===== src/rtl/fetch_pkg.sv =====
// Shared types and constants for the instruction-fetch front end.
package fetch_pkg;

   localparam int unsigned XLEN = 32;
   localparam logic [XLEN-1:0] NOP_INSTR = 32'h0000_0013;

   typedef enum logic [1:0] {
      IDLE  = 2'd0,
      RUN   = 2'd1,
      FAULT = 2'd2
   } fetch_state_t;

   typedef enum logic [1:0] {
      FC_NONE     = 2'b00,
      FC_MISALIGN = 2'b01,
      FC_RANGE    = 2'b10
   } fault_cause_t;

   typedef struct packed {
      logic [XLEN-1:0] pc;
      logic [XLEN-1:0] instr;
   } if_id_t;

   // Classify a fetch address; misalignment wins over range.
   function automatic fault_cause_t pc_fault(input logic [XLEN-1:0] pc,
                                             input logic [XLEN-1:0] limit);
      if (pc[1:0] != 2'b00) return FC_MISALIGN;
      if (pc >= limit)      return FC_RANGE;
      return FC_NONE;
   endfunction

endpackage


===== src/rtl/if_id_reg.sv =====
// IF/ID pipeline register: one {pc, instr} entry with valid/ready and flush.
module if_id_reg
   import fetch_pkg::*;
(
   input  logic            clk,
   input  logic            rst_n,
   input  logic            flush,
   input  logic            load,
   input  logic [XLEN-1:0] pc_in,
   input  logic [XLEN-1:0] instr_in,
   input  logic            ready,
   output logic            valid,
   output logic [XLEN-1:0] pc,
   output logic [XLEN-1:0] instr
);

   if_id_t entry_q;

   // Flush beats load; an unreloaded entry retires when decode takes it.
   always_ff @(posedge clk or negedge rst_n) begin
      if (!rst_n) begin
         valid   <= 1'b0;
         entry_q <= '{pc: '0, instr: NOP_INSTR};
      end else if (flush) begin
         valid <= 1'b0;
      end else if (load) begin
         valid   <= 1'b1;
         entry_q <= '{pc: pc_in, instr: instr_in};
      end else if (ready) begin
         valid <= 1'b0;
      end
   end

   assign pc    = entry_q.pc;
   assign instr = entry_q.instr;

endmodule


===== src/rtl/fetch_unit.sv =====
// Fetch front end: owns the PC, drives IMEM, fills IF/ID, handles redirects and fetch faults.
module fetch_unit
   import fetch_pkg::*;
#(
   parameter logic [31:0] RESET_PC   = 32'h0000_0000,
   parameter int unsigned IMEM_WORDS = 1024
) (
   input  logic        clk,
   input  logic        rst_n,
   input  logic        fetch_en,
   output logic [31:0] imem_addr,
   input  logic [31:0] imem_instr,
   input  logic        redirect_valid,
   input  logic [31:0] redirect_pc,
   output logic        id_valid,
   input  logic        id_ready,
   output logic [31:0] id_pc,
   output logic [31:0] id_instr,
   output logic        fault_valid,
   output logic [1:0]  fault_cause,
   output logic [31:0] fetch_count
);

   localparam logic [XLEN-1:0] PC_LIMIT = XLEN'(IMEM_WORDS * 4);

   fetch_state_t    state_q, state_d;
   fault_cause_t    cause_q, cause_d;
   fault_cause_t    pc_cause;
   logic [XLEN-1:0] pc_q;
   logic [XLEN-1:0] fetch_count_q;
   logic            slot_free;
   logic            bad_pc;
   logic            fetch;

   assign pc_cause  = pc_fault(pc_q, PC_LIMIT);
   assign bad_pc    = (pc_cause != FC_NONE);
   assign slot_free = !id_valid || id_ready;

   always_ff @(posedge clk or negedge rst_n) begin
      if (!rst_n) state_q <= IDLE;
      else        state_q <= state_d;
   end

   // Redirect re-enters IDLE/RUN; a bad target is caught from RUN next cycle.
   always_comb begin
      state_d = state_q;
      if (redirect_valid) begin
         state_d = fetch_en ? RUN : IDLE;
      end else begin
         case (state_q)
            IDLE:    if (fetch_en) state_d = RUN;
            RUN: begin
               if (!fetch_en)   state_d = IDLE;
               else if (bad_pc) state_d = FAULT;
            end
            FAULT:   state_d = FAULT;
            default: state_d = IDLE;
         endcase
      end
   end

   always_comb begin
      fetch   = 1'b0;
      cause_d = cause_q;
      if (redirect_valid) begin
         cause_d = FC_NONE;
      end else if (state_q == RUN && fetch_en) begin
         if (bad_pc) cause_d = pc_cause;
         else        fetch   = slot_free;
      end
   end

   always_ff @(posedge clk or negedge rst_n) begin
      if (!rst_n) begin
         pc_q          <= RESET_PC;
         cause_q       <= FC_NONE;
         fetch_count_q <= '0;
      end else begin
         cause_q <= cause_d;
         if (redirect_valid)  pc_q <= redirect_pc;
         else if (fetch)      pc_q <= pc_q + XLEN'(4);
         if (id_valid && id_ready && !redirect_valid)
            fetch_count_q <= fetch_count_q + XLEN'(1);
      end
   end

   if_id_reg u_if_id (
      .clk      (clk),
      .rst_n    (rst_n),
      .flush    (redirect_valid),
      .load     (fetch),
      .pc_in    (pc_q),
      .instr_in (imem_instr),
      .ready    (id_ready),
      .valid    (id_valid),
      .pc       (id_pc),
      .instr    (id_instr)
   );

   assign imem_addr   = pc_q;
   assign fault_valid = (state_q == FAULT);
   assign fault_cause = cause_q;
   assign fetch_count = fetch_count_q;

endmodule


===== config.mk =====
export PLATFORM = sky130hd
export DESIGN_NAME = fetch_unit
export DESIGN_NICKNAME = d
export VERILOG_FILES = /design/src/rtl/fetch_pkg.sv /design/src/rtl/if_id_reg.sv /design/src/rtl/fetch_unit.sv
export SDC_FILE = /design/constraint.sdc
export NUM_CORES = 1
export LEC_CHECK = 0
export ABC_CLOCK_PERIOD_IN_PS = 6290
export CORE_MARGIN = 4
export CORE_UTILIZATION = 31
export DETAILED_ROUTE_END_ITERATION = 10
export DONT_BUFFER_PORTS = 1
export SLEW_MARGIN = 5
export SYNTH_ARGS = -nofsm -noshare
export SYNTH_HDL_FRONTEND = slang
export SYNTH_SLANG_ARGS = --single-unit

===== constraint.sdc =====
create_clock -name clk -period 6.29 [get_ports clk]
set_clock_uncertainty 0.2 [all_clocks]
set_input_delay 1.258 -clock clk [delete_from_list [all_inputs] [get_ports clk]]
set_output_delay 1.258 -clock clk [all_outputs]
set_load 0.01 [all_outputs]

==> flow_metrics.tcl, run 1 <==
set metrics [dict create \
    insertion_delay_ns 0.41 \
    post-route-min-period_ns 3.06 \
    crit_type "flop to flop" \
    synth-compound-area-share 0.0257 \
    viasPerCell 4.82 \
    cts-resized-gates 0 \
    max-cap-violations 0 \
    synth-seq-cells 133 \
    crit_path_end_kind "flop" \
    drtIter0Drc 109 \
    synth_top_area_cell "dfrtp_1" \
    clkTransAtPathRegs_ns 0.06 \
    ys_types 43 \
    setup_violations 0 \
    drive_gt1_frac 0.152 \
    finalCritPeriodShare 0.486 \
    worstPathArrival_ns 3.15 \
    r2r.worst_path.cells 6 \
    synth_enable_flop_cells 0 \
    clock.fmax_ghz 0.327 \
    synth_ff_type "dfrtp_1" \
    tightestPinTransition_ns 0.749 \
    wire_per_inst_um 18.2 \
    synth_xor_area_frac 0.0567 \
    die_w_um 140 \
    avgSynthCellArea_sq_um 13.0 \
    cts_sinks 133 \
    timing.rr.end "u_if_id.instr[2]" \
    cp_max_fo 64 \
    ys_seq_area_frac 0.616 \
    startpoint_type "flop" \
    synthAdderAreaFrac 0.00694 \
    rsz0062_at_grt "no" \
    via_count 3179 \
    synth_top_cell_area_share 0.601 \
    grt_max_degree 134 \
    required_ns 6.38 \
    drtPass1Iterations 4 \
    io_buffers 0 \
    final_common_cell "dfrtp_1" \
    maxSlewViolCount 0 \
    leakage_uw 0.00291 \
    cts.htree.levels 4 \
    die_area_sq_mm 0.0196 \
    ctsHoldBuffers 0 \
    final_net_count 493 \
    n_antenna_cell 0 \
    die_h_um 140 \
    crit_slowest_cell "buf_4" \
    cp_slowest_stage_delay_ns 0.58 \
    area_delta_synth_final_pct 15.6 \
    clockRootBuffer "clkbuf_16" \
    grt_pass1_wl_um 19300 \
    antenna_found_initial 0 \
    syn_nets 487 \
    start_util 0.315 \
    tritoncts "built" \
    crit_chain "nor4_2, nand3_2, nor4_2, and4_2, buf_4, mux2_1" \
    syn_area_sq_mm 0.00541 \
    fin_tns_setup_ns 0 \
    dp.final_hpwl_um 8580 \
    status "complete, no violations" \
    crit_family "simple AND/OR/NAND/NOR gates" \
    path_depth 6 \
    hold_path_class "input pin to asynchronous set/reset pin" \
    synthArstFlopShare 1.00 \
    place_congestion 0.778 \
    power_uw 2020 \
    rows 48 \
    wirelength_um 12000 \
    yosysWarnings 0 \
    r2r-start "imem_addr[23]" \
    p_per_area_mw_per_mm2 322 \
    vdd_drop_max_mv 0.175 \
    slew_headroom 0.500 \
    hold_viol 0 \
    cts_buffer_depth 2 \
    cts_buffers 17 \
    netlist_instances 415 \
    drtAntennaViolNets 0 \
    path_buf_inv 1 \
    grt_usage 0.124 \
    synthTopCellsByArea "dfrtp_1, mux2_1, mux2_2" \
    r2r_slack_ns 3.23 \
    synth_top_family_by_area "simple AND/OR/NAND/NOR gates" \
    drc_errors 0 \
    synth-simple-area-share 0.142 \
    overflow 0 \
    fin_util 0.364 \
    layout_common_cells "dfrtp_1, mux2_1, nand2_1, xnor2_1, nor2b_1" \
    first_global_vias 3327 \
    post_cts_buffers 0 \
    crit_top_cell "nor4_2" \
    synth_mux_area_frac 0.133 \
    pin_count 201 \
    core_sq_mm 0.0172 \
]
[cell type report]
class	count	area [sq um]
clock buffers	20	457
clock inverters	12	178
fillers	1693	10900
inverters	7	26.3
multi-input cells	261	1970
flip-flops and latches	133	3330
well taps	225	282
repair buffers	1	7.51
[synthesized netlist by cell type (3+ instances only)]
master and count:
dfrtp_1 130, mux2_1 41, nand2_1 33, xnor2_1 27
nor2b_1 23, mux2_2 22, nor2_1 21, nand3_1 11
nand4_1 11, o21ai_0 8, xor2_1 8, inv_1 7
nor4_1 7, and3_1 6, a31oi_1 5, buf_4 4
clkbuf_1 4, and4_1 3, buf_2 3, dfstp_2 3
ha_1 3, nor4_2 3, o31ai_1 3, or4_1 3
[worst max-delay path by stage]
stage                               from                to  slack [ns]
after floorplan                 fetch_en     imem_addr[11]        3.28
after global placement    redirect_valid    u_if_id.pc[10]        3.09
after detailed placement  redirect_valid  u_if_id.instr[2]        3.06
after CTS                  imem_addr[23]  u_if_id.instr[2]        3.16
after global routing       imem_addr[23]  u_if_id.instr[6]        3.02
final                      imem_addr[23]  u_if_id.instr[2]        3.23
[stage by stage]
| stage | setup WS [ns] | area [sq um] | instances | hold slack (ns) |
|---|---|---|---|---|
| 2_1_floorplan | 3.28 | 5410 | 415 | 0.308 |
| 3_3_place_gp | 3.09 | 5620 | 627 | 0.341 |
| 3_5_place_dp | 3.06 | 5620 | 627 | 0.351 |
| 4_1_cts | 3.16 | 6250 | 659 | 0.312 |
| 5_1_grt | 3.02 | 6250 | 659 | 0.306 |
| 6_report | 3.23 | 6250 | 659 | 0.336 |
[power breakdown]
group          total [uW]  switching, uW  internal [uW]
registers             920           42.5            878
clock network        1060            371            685
logic                39.3           15.6           23.7
total                2020            429           1590
[logic make-up (layout without fill, tap and decap cells)]
group / Yosys count / count (layout)
AO/OA/AOI/OAI: 22 / 22
XOR/XNOR: 35 / 35
adder cells (fa/ha/maj): 3 / 3
AND/OR/NAND/NOR: 137 / 137
flip-flops: 133 / 133
multiplexers: 64 / 64
buffers and inverters: 21 / 40
[state kept, by name, summed over array words and instances (netlist names)]
name / flops
fetch_count: 32
imem_addr: 32
u_if_id.instr: 32
u_if_id.pc: 32
fault_cause: 2
state_q: 2
u_if_id.valid: 1
[routing by layer]
layer / GRT usage / wire, um / vias to the layer above
met4: 0.0428 / 130 / 0
li1: - / - / 1449
met5: 0 / 0 / -
met3: 0.0608 / 1150 / 8
met2: 0.202 / 6050 / 121
met1: 0.142 / 4660 / 1601
No activity file was read; power rests on OpenSTA's default activity.
==> run 2: changes to the inputs <==
--- a/config.mk
+++ b/config.mk
@@ -5,7 +5,7 @@
 export SDC_FILE = /design/constraint.sdc
 export NUM_CORES = 1
 export LEC_CHECK = 0
-export ABC_CLOCK_PERIOD_IN_PS = 6290
+export ABC_CLOCK_PERIOD_IN_PS = 2600
 export CORE_MARGIN = 4
 export CORE_UTILIZATION = 31
 export DETAILED_ROUTE_END_ITERATION = 10
==> constraint.sdc (replaced) <==
create_clock -name clk -period 2.6 [get_ports clk]
set_clock_uncertainty 0.2 [all_clocks]
set_input_delay 0.52 -clock clk [delete_from_list [all_inputs] [get_ports clk]]
set_output_delay 0.52 -clock clk [all_outputs]
set_load 0.01 [all_outputs]
==> flow_metrics.tcl, run 2 (synthesized netlist as in run 1, its figures left out) <==
set metrics [dict create \
    crit_slowest_cell "dfrtp_1" \
    final_net_count 508 \
    tritoncts "built" \
    power.share.clock 0.515 \
    status "complete, but fails checks" \
    viasPerCell 4.82 \
    die_w_um 140 \
    grt_max_degree 134 \
    combPwrFrac 0.027 \
    rows 48 \
    cts_buffer_depth 2 \
    insertion_delay_ns 0.42 \
    cts_buffers 17 \
    place_congestion 0.774 \
    timing.hold.ws_ns -0.399 \
    n_antenna_cell 0 \
    slew_headroom 0.621 \
    core_sq_mm 0.0172 \
    crit_type "flop to flop" \
    antenna_found_initial 0 \
    overflow 0 \
    path_buf_inv 1 \
    dp.final_hpwl_um 8860 \
    drtPass1Iterations 5 \
    setup_violations 0 \
    tightestPinTransition_ns 0.563 \
    via_count 3247 \
    post-route-min-period_ns 2.45 \
    first_global_vias 3440 \
    cts.htree.levels 4 \
    final_area_sq_mm 0.00639 \
    finalCritPeriodShare 0.941 \
    io_buffers 0 \
    clockRootBuffer "clkbuf_16" \
    hold_viol 133 \
    leakage_uw 0.00299 \
    clkTransAtPathRegs_ns 0.06 \
    p_sw_frac 0.218 \
    grt_usage 0.129 \
    crit_path_end_kind "flop" \
    vdd_drop_max_mv 0.419 \
    r2r.worst_path.cells 6 \
    pin_count 201 \
    hold_path_class "input pin to asynchronous set/reset pin" \
    drive_gt1_frac 0.180 \
    cts_sinks 133 \
    die_area_sq_mm 0.0196 \
    wire_per_inst_um 18.8 \
    fin_util 0.372 \
    grt_pass1_wl_um 19900 \
    crit_family "simple AND/OR/NAND/NOR gates" \
    switchingPower_uw 1050 \
    drc_errors 0 \
    start_util 0.315 \
    final_common_cell "dfrtp_1" \
    worstPathArrival_ns 2.53 \
    ctsHoldBuffers 1 \
    timing.rr.end "u_if_id.instr[8]" \
    required_ns 2.68 \
    area_delta_synth_final_pct 18.2 \
    drtAntennaViolNets 0 \
    fillCellCount 1671 \
    startpoint_type "flop" \
    cp_max_fo 32 \
    max-cap-violations 0 \
    cp_slowest_stage_delay_ns 0.43 \
    wirelength_um 12700 \
    maxSlewViolCount 0 \
    fin_tns_setup_ns 0 \
    crit_chain "nor4_1, nand2_2, nor4_4, and4_4, buf_12, mux2_1" \
    die_h_um 140 \
    clock.fmax_ghz 0.409 \
    violations "negative hold slack" \
    p_per_area_mw_per_mm2 756 \
    p_seq_frac 0.458 \
    p_int_uw 3780 \
    layout_common_cells "dfrtp_1, mux2_1, nand2_1, xnor2_1, nor2b_1" \
    drtIter0Drc 156 \
    r2r_slack_ns 0.15 \
    r2r-start "imem_addr[18]" \
    place_area_sq_mm 0.00572 \
]
==> run 2: changes by cell type in the layout (fill, tap and decap cells not counted), sizes merged <==
| cell | previous run | this run |
|---|---|---|
| dlygate4sd3 | 0 | 1 |
| clkinv | 7 | 6 |
| clkinvlp | 1 | 2 |
| bufinv | 4 | 3 |
| inv | 7 | 8 |
| clkbuf | 20 | 21 |
| buf | 1 | 14 |
==> run 2: repair_timing <==
action	4_1_cts	5_1_grt
buffers inserted	0	2
gates resized for setup	0	2
endpoints found under the setup margin	0	42
endpoints found under the hold margin	140	133
==> run 2: worst max path at each step <==
stage	startpoint	end	slack (ns)	cells past startpoint
after floorplan	imem_addr[24]	u_if_id.pc[10]	0.18	7
after global placement	imem_addr[18]	u_if_id.pc[10]	0.09	6
after detailed placement	imem_addr[25]	u_if_id.instr[23]	0.07	6
after CTS	imem_addr[25]	u_if_id.instr[23]	0.05	6
after global routing	imem_addr[25]	u_if_id.instr[23]	-0.02	6
final	imem_addr[18]	u_if_id.instr[8]	0.15	6
==> run 2: metal layers <==
metal | track usage | vias to the layer above | share of wire
met2 | 0.206 | 132 | 0.49
met4 | 0.0520 | 0 | 0.020
li1 | - | 1479 | -
met1 | 0.144 | 1620 | 0.39
met5 | 0 | - | 0
met3 | 0.0686 | 16 | 0.098
==> run 2: area by class of cell <==
| type | count | area [sq um] | share of cell area |
|---|---|---|---|
| Tap cell | 225 | 282 | 0.0440 |
| Sequential cell | 133 | 3330 | 0.521 |
| Clock inverter | 12 | 151 | 0.0237 |
| Timing Repair Buffer | 16 | 153 | 0.0239 |
| Clock buffer | 20 | 467 | 0.0730 |
| Inverter | 7 | 26.3 | 0.00411 |
| Multi-Input combinational cell | 261 | 1980 | 0.310 |
==> run 2: power by group through the flow <==
stage	Combinational [uW]	Clock, uW	Sequential (uW)
2_1_floorplan	90.3	0	2240
3_3_place_gp	124	0	2250
3_5_place_dp	129	0	2250
4_1_cts	133	2560	2210
5_1_grt	145	2660	2220
6_report	131	2490	2210
==> run 2: per-stage QoR <==
stage / hold WS, ns / setup WS [ns] / instances / total power (uW)
detailed placement: 0.0281 / 0.0679 / 638 / 2380
global placement: 0.0281 / 0.0930 / 638 / 2370
CTS: -0.426 / 0.0515 / 671 / 4910
global route: -0.437 / -0.0189 / 674 / 5030
finish: -0.399 / 0.154 / 674 / 4830
floorplan: 0.0244 / 0.176 / 415 / 2330
==> run 3: changes to the inputs <==
--- a/config.mk
+++ b/config.mk
@@ -6,10 +6,13 @@
 export NUM_CORES = 1
 export LEC_CHECK = 0
 export ABC_CLOCK_PERIOD_IN_PS = 2600
+export CELL_PAD_IN_SITES_DETAIL_PLACEMENT = 1
+export CELL_PAD_IN_SITES_GLOBAL_PLACEMENT = 1
 export CORE_MARGIN = 4
 export CORE_UTILIZATION = 31
 export DETAILED_ROUTE_END_ITERATION = 10
 export DONT_BUFFER_PORTS = 1
+export PLACE_DENSITY_LB_ADDON = 0.1
 export SLEW_MARGIN = 5
 export SYNTH_ARGS = -nofsm -noshare
 export SYNTH_HDL_FRONTEND = slang
==> flow_metrics.tcl, run 3 (synthesized netlist as in run 1, its figures left out) <==
set metrics [dict create \
    status "complete, but fails checks" \
    violations "negative hold slack" \
    grt_usage 0.138 \
    antenna_found_initial 0 \
    hold_viol 133 \
    grt_pass1_wl_um 21200 \
    final_area_sq_mm 0.00641 \
    tightestPinTransition_ns 0.536 \
    drtAntennaViolNets 0 \
    place_area_sq_mm 0.00572 \
    wire_per_inst_um 20.0 \
    tritoncts "built" \
    dp.final_hpwl_um 9030 \
    viasPerCell 4.90 \
    io_buffers 0 \
    rsz0062_at_grt "no" \
    clockRootBuffer "clkbuf_16" \
    timing.hold.ws_ns -0.406 \
    cts.htree.levels 4 \
    die_h_um 140 \
    area_delta_synth_final_pct 18.5 \
    first_global_vias 3605 \
    power_uw 4830 \
    layout_common_cells "dfrtp_1, mux2_1, nand2_1, xnor2_1, nor2b_1" \
    pin_count 201 \
    core_sq_mm 0.0172 \
    via_count 3303 \
    place_ws_ns 0.0776 \
    start_util 0.315 \
    critPathLaunch "imem_addr[15]" \
    drtIter0Drc 118 \
    vdd_drop_max_mv 0.437 \
    finalCritPeriodShare 0.938 \
    setup_violations 0 \
    final_common_cell "dfrtp_1" \
    drc_errors 0 \
    wirelength_um 13500 \
    insertion_delay_ns 0.42 \
    post-route-min-period_ns 2.44 \
    overflow 0 \
    crit_type "flop to flop" \
    hold_path_class "input pin to asynchronous set/reset pin" \
    required_ns 2.73 \
    place_congestion 0.749 \
    clkTransAtPathRegs_ns 0.06 \
    startpoint_type "flop" \
    leakage_uw 0.00298 \
    max-cap-violations 0 \
    layout_setup_ws_ns 0.162 \
    final_net_count 508 \
    grt_max_degree 134 \
    r2r-start "imem_addr[15]" \
    rows 48 \
    clock.fmax_ghz 0.410 \
    die_area_sq_mm 0.0196 \
    worstPathArrival_ns 2.57 \
    fin_tns_setup_ns 0 \
    crit_path_end_kind "flop" \
    slew_headroom 0.640 \
    cts_sinks 133 \
    cp_max_fo 12 \
    die_w_um 140 \
    n_antenna_cell 0 \
    p_per_area_mw_per_mm2 754 \
    cts_buffer_depth 2 \
    maxSlewViolCount 0 \
    drtPass1Iterations 3 \
    cts_buffers 17 \
    drive_gt1_frac 0.187 \
]
==> run 3: cell type report <==
| type | instances | area, sq um |
|---|---|---|
| clock buffers | 20 | 467 |
| clock inverters | 12 | 153 |
| fillers | 1827 | 10800 |
| inverters | 7 | 26.3 |
| multi-input cells | 261 | 1990 |
| flip-flops and latches | 133 | 3330 |
| well taps | 225 | 282 |
| repair buffers | 16 | 163 |
==> run 3: worst max-delay path: stages, from the launching register on <==
cell and delay, ns:
dfrtp_2 0.45, nor4_4 0.30, nand3_2 0.13, buf_4 0.17
or3_4 0.41, or4_1 0.52, a31oi_1 0.18
==> run 3: metal layers <==
| layer | vias to the layer above | routed length, um | share of wire | global-route usage |
|---|---|---|---|---|
| met4 | 0 | 237 | 0.018 | 0.0500 |
| met5 | - | 0 | 0 | 0 |
| li1 | 1482 | - | - | - |
| met2 | 133 | 6430 | 0.48 | 0.211 |
| met3 | 16 | 1460 | 0.11 | 0.0761 |
| met1 | 1672 | 5380 | 0.40 | 0.164 |
==> run 3: final timing paths <==
kind	end	slack, ns	depth (start not counted)
max in group asynchronous	imem_addr[15]	2.37	0
min in group clk	imem_addr[6]	0.01	1
setup / recovery	imem_addr[7]	0.16	6
hold reg to reg	fetch_count[31]	0.34	1
hold / removal	u_if_id.instr[28]	-0.41	0
setup reg to reg	imem_addr[7]	0.16	6
==> run 3: power breakdown <==
part           leakage [uW]  switching (uW)  internal, uW
clock              0.000294             908          1580
combinational      0.000921            52.1          73.6
sequential          0.00176            96.8          2120
==> run 3: metrics by stage <==
| step | util | cells |
|---|---|---|
| 4_1_cts | 0.370 | 672 |
| 5_1_grt | 0.373 | 674 |
| 2_1_floorplan | - | 415 |
| 3_5_place_dp | 0.333 | 639 |
| 3_3_place_gp | 0.333 | 639 |
| 6_report | 0.373 | 674 |
==> run 3: what timing repair did <==
item	in CTS	in global routing
gates resized for setup	0	6
buffers inserted	0	0
endpoints found under the setup margin	0	45
hold buffers	1	1
hold endpoints to repair	139	135
